File: config.mk
export PLATFORM = sky130hd
export DESIGN_NAME = vga_timing_gen
export DESIGN_NICKNAME = d
export VERILOG_FILES = /design/src/rtl/vga_timing_gen.sv
export SDC_FILE = /design/constraint.sdc
export NUM_CORES = 1
export LEC_CHECK = 0
export ABC_AREA = 1
export CORE_AREA = 2 2 112 82
export DETAILED_ROUTE_END_ITERATION = 8
export DIE_AREA = 0 0 114 84
export DONT_BUFFER_PORTS = 1
export SLEW_MARGIN = 20
export SYNTH_ARGS = -nofsm -noshare
export SYNTH_HDL_FRONTEND = slang
export SYNTH_SLANG_ARGS = --single-unit
File: constraint.sdc
create_clock -name CLK100MHZ -period 2.1 [get_ports CLK100MHZ]
set_clock_uncertainty 0.05 [all_clocks]
set_input_delay 0.21 -clock CLK100MHZ [delete_from_list [all_inputs] [get_ports CLK100MHZ]]
set_output_delay 0.21 -clock CLK100MHZ [all_outputs]
set_load 0.02 [all_outputs]
File: src/rtl/vga_timing_gen.sv
// Parametrised VGA raster timing generator: registered sync, data enable, pixel
// coordinates, line/frame/vblank event pulses and a completed-frame counter.
module vga_timing_gen #(
    parameter int H_ACTIVE = 640,
    parameter int H_FP     = 16,
    parameter int H_SYNC   = 96,
    parameter int H_BP     = 48,
    parameter int V_ACTIVE = 480,
    parameter int V_FP     = 10,
    parameter int V_SYNC   = 2,
    parameter int V_BP     = 33,
    parameter int H_POL    = 0,
    parameter int V_POL    = 0,
    parameter int CW       = 11
) (
    input  logic          CLK100MHZ,
    input  logic          reset,
    input  logic          pix_stb,
    output logic          hs,
    output logic          vs,
    output logic          de,
    output logic [CW-1:0] x,
    output logic [CW-1:0] y,
    output logic          line_start,
    output logic          frame_start,
    output logic          vblank_start,
    output logic [15:0]   frame_cnt
);

    localparam int H_TOTAL = H_ACTIVE + H_FP + H_SYNC + H_BP;
    localparam int V_TOTAL = V_ACTIVE + V_FP + V_SYNC + V_BP;

    localparam logic [CW-1:0] H_LAST   = CW'(H_TOTAL - 1);
    localparam logic [CW-1:0] V_LAST   = CW'(V_TOTAL - 1);
    localparam logic [CW-1:0] H_ACT_C  = CW'(H_ACTIVE);
    localparam logic [CW-1:0] V_ACT_C  = CW'(V_ACTIVE);
    localparam logic [CW-1:0] H_SYNC_B = CW'(H_ACTIVE + H_FP);
    localparam logic [CW-1:0] H_SYNC_E = CW'(H_ACTIVE + H_FP + H_SYNC);
    localparam logic [CW-1:0] V_SYNC_B = CW'(V_ACTIVE + V_FP);
    localparam logic [CW-1:0] V_SYNC_E = CW'(V_ACTIVE + V_FP + V_SYNC);
    localparam logic [CW-1:0] ONE_C    = CW'(1);
    localparam logic          H_POL_L  = (H_POL != 0);
    localparam logic          V_POL_L  = (V_POL != 0);

    logic [CW-1:0] x_r, y_r, x_nxt_s, y_nxt_s;
    logic          h_wrap_s, v_wrap_s;
    logic          hs_nxt_s, vs_nxt_s, de_nxt_s, vblank_nxt_s;
    logic          hs_r, vs_r, de_r;
    logic          line_start_r, frame_start_r, vblank_start_r;
    logic [15:0]   frame_cnt_r;

    // Raster advance: next x/y and wrap flags, only on strobe cycles.
    always_comb begin
        x_nxt_s  = x_r;
        y_nxt_s  = y_r;
        h_wrap_s = 1'b0;
        v_wrap_s = 1'b0;
        if (pix_stb) begin
            if (x_r == H_LAST) begin
                x_nxt_s  = '0;
                h_wrap_s = 1'b1;
                if (y_r == V_LAST) begin
                    y_nxt_s  = '0;
                    v_wrap_s = 1'b1;
                end else begin
                    y_nxt_s = y_r + ONE_C;
                end
            end else begin
                x_nxt_s = x_r + ONE_C;
            end
        end else begin
            x_nxt_s = x_r;
        end
    end

    // Sync/enable/pulse decode from next-state coordinates so registers line up with x/y.
    always_comb begin
        hs_nxt_s     = ((x_nxt_s >= H_SYNC_B) && (x_nxt_s < H_SYNC_E)) ? H_POL_L : ~H_POL_L;
        vs_nxt_s     = ((y_nxt_s >= V_SYNC_B) && (y_nxt_s < V_SYNC_E)) ? V_POL_L : ~V_POL_L;
        de_nxt_s     = (x_nxt_s < H_ACT_C) && (y_nxt_s < V_ACT_C);
        vblank_nxt_s = h_wrap_s && (y_nxt_s == V_ACT_C);
    end

    // Output and state registers; reset has priority and discards a same-cycle strobe.
    always_ff @(posedge CLK100MHZ) begin
        if (reset) begin
            x_r            <= '0;
            y_r            <= '0;
            hs_r           <= ~H_POL_L;
            vs_r           <= ~V_POL_L;
            de_r           <= 1'b1;
            line_start_r   <= 1'b0;
            frame_start_r  <= 1'b0;
            vblank_start_r <= 1'b0;
            frame_cnt_r    <= 16'd0;
        end else begin
            x_r            <= x_nxt_s;
            y_r            <= y_nxt_s;
            hs_r           <= hs_nxt_s;
            vs_r           <= vs_nxt_s;
            de_r           <= de_nxt_s;
            line_start_r   <= h_wrap_s;
            frame_start_r  <= h_wrap_s & v_wrap_s;
            vblank_start_r <= vblank_nxt_s;
            if (h_wrap_s && v_wrap_s) begin
                frame_cnt_r <= frame_cnt_r + 16'd1;
            end else begin
                frame_cnt_r <= frame_cnt_r;
            end
        end
    end

    assign x            = x_r;
    assign y            = y_r;
    assign hs           = hs_r;
    assign vs           = vs_r;
    assign de           = de_r;
    assign line_start   = line_start_r;
    assign frame_start  = frame_start_r;
    assign vblank_start = vblank_start_r;
    assign frame_cnt    = frame_cnt_r;

endmodule
==> metrics.yaml <==
grt:
  met2_usage: 0.2273
  gr-max-usage-layer: "met2"
  grt.total_usage: 0.1511
  grt_pass1_vias: 2333
  antenna_found_initial: 0
  grt_max_degree: 29
  grt.overflow.total: 0
  grt_use_met1: 0.2107
  gr-usage-met3: 0.05447
  grt_pass1_wl_microns: 11650
timing:
  worstMarginPinSlew_ns: 0.4631
  post-route-period-util: 0.9019
  relSlewSlack: 0.6889
  fin_tns_setup_ns: 0
  fmax_mhz: 528.0
  finalCriticalPeriod_ns: 1.894
  rsz0062_at_grt: "false"
  hold_violations: 0
  whs_ns: 0.01969
  setup_violations: 0
  maxSlewViolCount: 0
layout:
  antennaDiodeCount: 0
  drive_gt1_frac: 0.1524
  final_area_sq_um: 2989
  syn2layout_area_growth_pct: 20.60
  layout.nets: 426
  fill_cells: 913
  stdcell_count: 528
critical_path:
  slowest_stage: "dfxtp_1"
  slowest_delay_ns: 0.34
  crit_chain: "ha_2 -> nand2_1 -> nor2_4 -> nand2_2 -> nor2_4 -> nand2_2 -> inv_1 -> nand2_1 -> nor2_2 -> nand2_1 -> o21ai_1 -> a21oi_1"
  r2r_slack_ns: 0.21
  start_kind: "flip-flop"
  cpMostUsedCell: "nand2_1"
  rr_worst_depth: 12
  r2r_end: "frame_cnt[7]"
  setup.worst_path.end_class: "flip-flop"
  r2r_start: "x[0]"
  cp.arrival_ns: 2.01
  critPathKind: "reg -> reg"
  crit_start: "x[0]"
  critical_path.max_fanout: 5
  required_ns: 2.22
synth:
  synth.cell_area_sq_um: 2479
  yosys_warnings: 0
  ys_seq_area_frac: 0.3554
  synth_fa_ha_area_frac: 0.02019
  synth_top_area_frac: 0.3554
  synth.area.top_cells: "dfxtp_1 (36%), nand2_1 (17%), nor2_1 (8.6%), inv_1 (6.7%), nand3_1 (6.5%)"
  synthMuxAreaShare: 0
  synth_most_common_cell: "nand2_1"
  syn_area_per_cell_sq_um: 6.388
  ys_types: 24
  synthCells: 388
  ys.flop_type: "dfxtp_1"
  yosys.area_share.simple: 0.4351
  synth_top_area_cell: "dfxtp_1"
  synth-edff-count: 0
  synth-async-reset-ratio: 0
  synth_top_family_by_area: "simple AND/OR/NAND/NOR gates"
  ys_ff_latch: 44
  synth_compound_gate_area_share: 0.06764
  ys_top_cells_by_count: "nand2_1 (110), nor2_1 (57), dfxtp_1 (44), inv_1 (44), nand3_1 (32)"
  syn-num-nets: 395
  synth_xor_area_frac: 0.03887
detailed_routing:
  drc_errors: 0
  drt-initial-drc-count: 202
  ant_nets: 0
  routed_wl_microns: 7043
  vias_per_cell: 4.784
  drtPass1Iterations: 4
  dr_total_vias: 2526
  wl_per_cell_microns: 13.34
floorplanning:
  die-width_microns: 114
  core_area_sq_um: 8636
  dieArea_sq_um: 9576
  rows: 29
  start_util: 0.2870
  dieHeight_microns: 84
  ios: 47
placement:
  place_inst: 517
  hpwl_microns: 5404
  postPlaceCellArea_sq_um: 2791
  numPortBuffers: 0
  gp_congestion: 0.8806
clock_tree:
  ctsRootBufferMaster: "clkbuf_16"
  numCtsBuffers: 5
  cts.path.max_buffers: 2
  cts_sinks: 44
  clkLatencyLatePin_ns: 0.28
  htree_levels: 2
  clk_pin_slew_ns: 0.06
  cts_tree: "yes"
run_status:
  status: "finished, final reports clean"
pwr:
  powerDensity_nw_per_um2: 566.2
  total_leakage_power_nw: 1.226
  peakVddDrop_uv: 466.2
min_path:
  hold-path-cell-count: 2
  worstHoldStart: "pix_stb"
  hold_class: "in -> reg"
  min_to: "x[0]"
job:
  drv_cap: 0
critical path: cells and delay by family, from the launching register on:
kind                     cells  cell delay [ns]
AO/OA/AOI/OAI                2             0.18
flip-flops                   1             0.34
buffers and inverters        1             0.09
AND/OR/NAND/NOR              8             0.89
adder cells (fa/ha/maj)      1             0.22
cells by family (layout without fill, tap and decap cells):
kind of cell / Yosys count / in the layout
xor+xnor: 11 / 11
compound gates: 33 / 33
buf+inv: 54 / 86
flops: 44 / 44
simple gates: 242 / 242
fa+ha+maj: 4 / 4
power by group:
group	leakage [nW]	switching, mW	internal (mW)	total [mW]
clock	0.0701	0.320	0.474	0.794
combinational	0.801	0.0371	0.0171	0.0542
sequential	0.355	0.00537	0.839	0.844
total	1.23	0.362	1.33	1.69
layout make-up:
type,instances,area (sq um),share of cell area
clock buffers,7,142.6,0.04772
inverters,48,180.2,0.06028
multi-input cells,290,1405,0.4701
repair buffers,30,237.7,0.07953
clock inverters,1,7.507,0.002512
flip-flops and latches,44,880.8,0.2947
well taps,108,135.1,0.04521
per-stage QoR:
step | setup WS, ns | power (mW) | utilization
final | 0.2060 | 1.692 | 0.3461
after floorplan | 0.1782 | 0.9017 | -
after detailed placement | 0.1335 | 0.9019 | 0.3232
after global placement | 0.1554 | 0.9015 | 0.3232
after CTS | 0.1121 | 1.720 | 0.3429
after global routing | 0.02777 | 1.772 | 0.3461
how the worst max path moves through the flow:
stage               cells past startpoint  slack, ns            to
finish                                 12       0.21  frame_cnt[7]
global route                           12       0.03            vs
CTS                                    12       0.11            de
detailed placement                     12       0.13            de
global placement                       12       0.16            de
floorplan                              12       0.18            vs
flip-flops by register name (all words and copies together) (netlist names):
signal and count:
frame_cnt 16, x 11, y 11, de 1, frame_start 1, hs 1
line_start 1, vblank_start 1, vs 1
what timing repair did:
item	in CTS	in global routing
buffers inserted	0	2
hold endpoints to repair	28	0
hold buffers	1	0
endpoints found under the setup margin	0	4
gates resized for setup	0	5
cell usage in the layout (no fill, tap or decap), drive strengths merged, types with 7 or more instances in the layout:
cell type / netlist / routed
nor2: 65 / 65
xnor2: 7 / 7
clkbuf: 4 / 7
nand2: 118 / 118
o21ai: 13 / 13
nand4: 13 / 13
nand3: 33 / 33
buf: 2 / 30
inv: 48 / 48
a21oi: 19 / 19
nor3: 9 / 9
dfxtp: 44 / 44
metal layers:
metal	up-vias	wire, microns	part of all wire
met5	-	0	0
met4	0	51	0.0072
met3	4	759	0.11
met2	78	2939	0.42
met1	1148	3293	0.47
li1	1296	-	-
(Power assumes the default switching activity.)
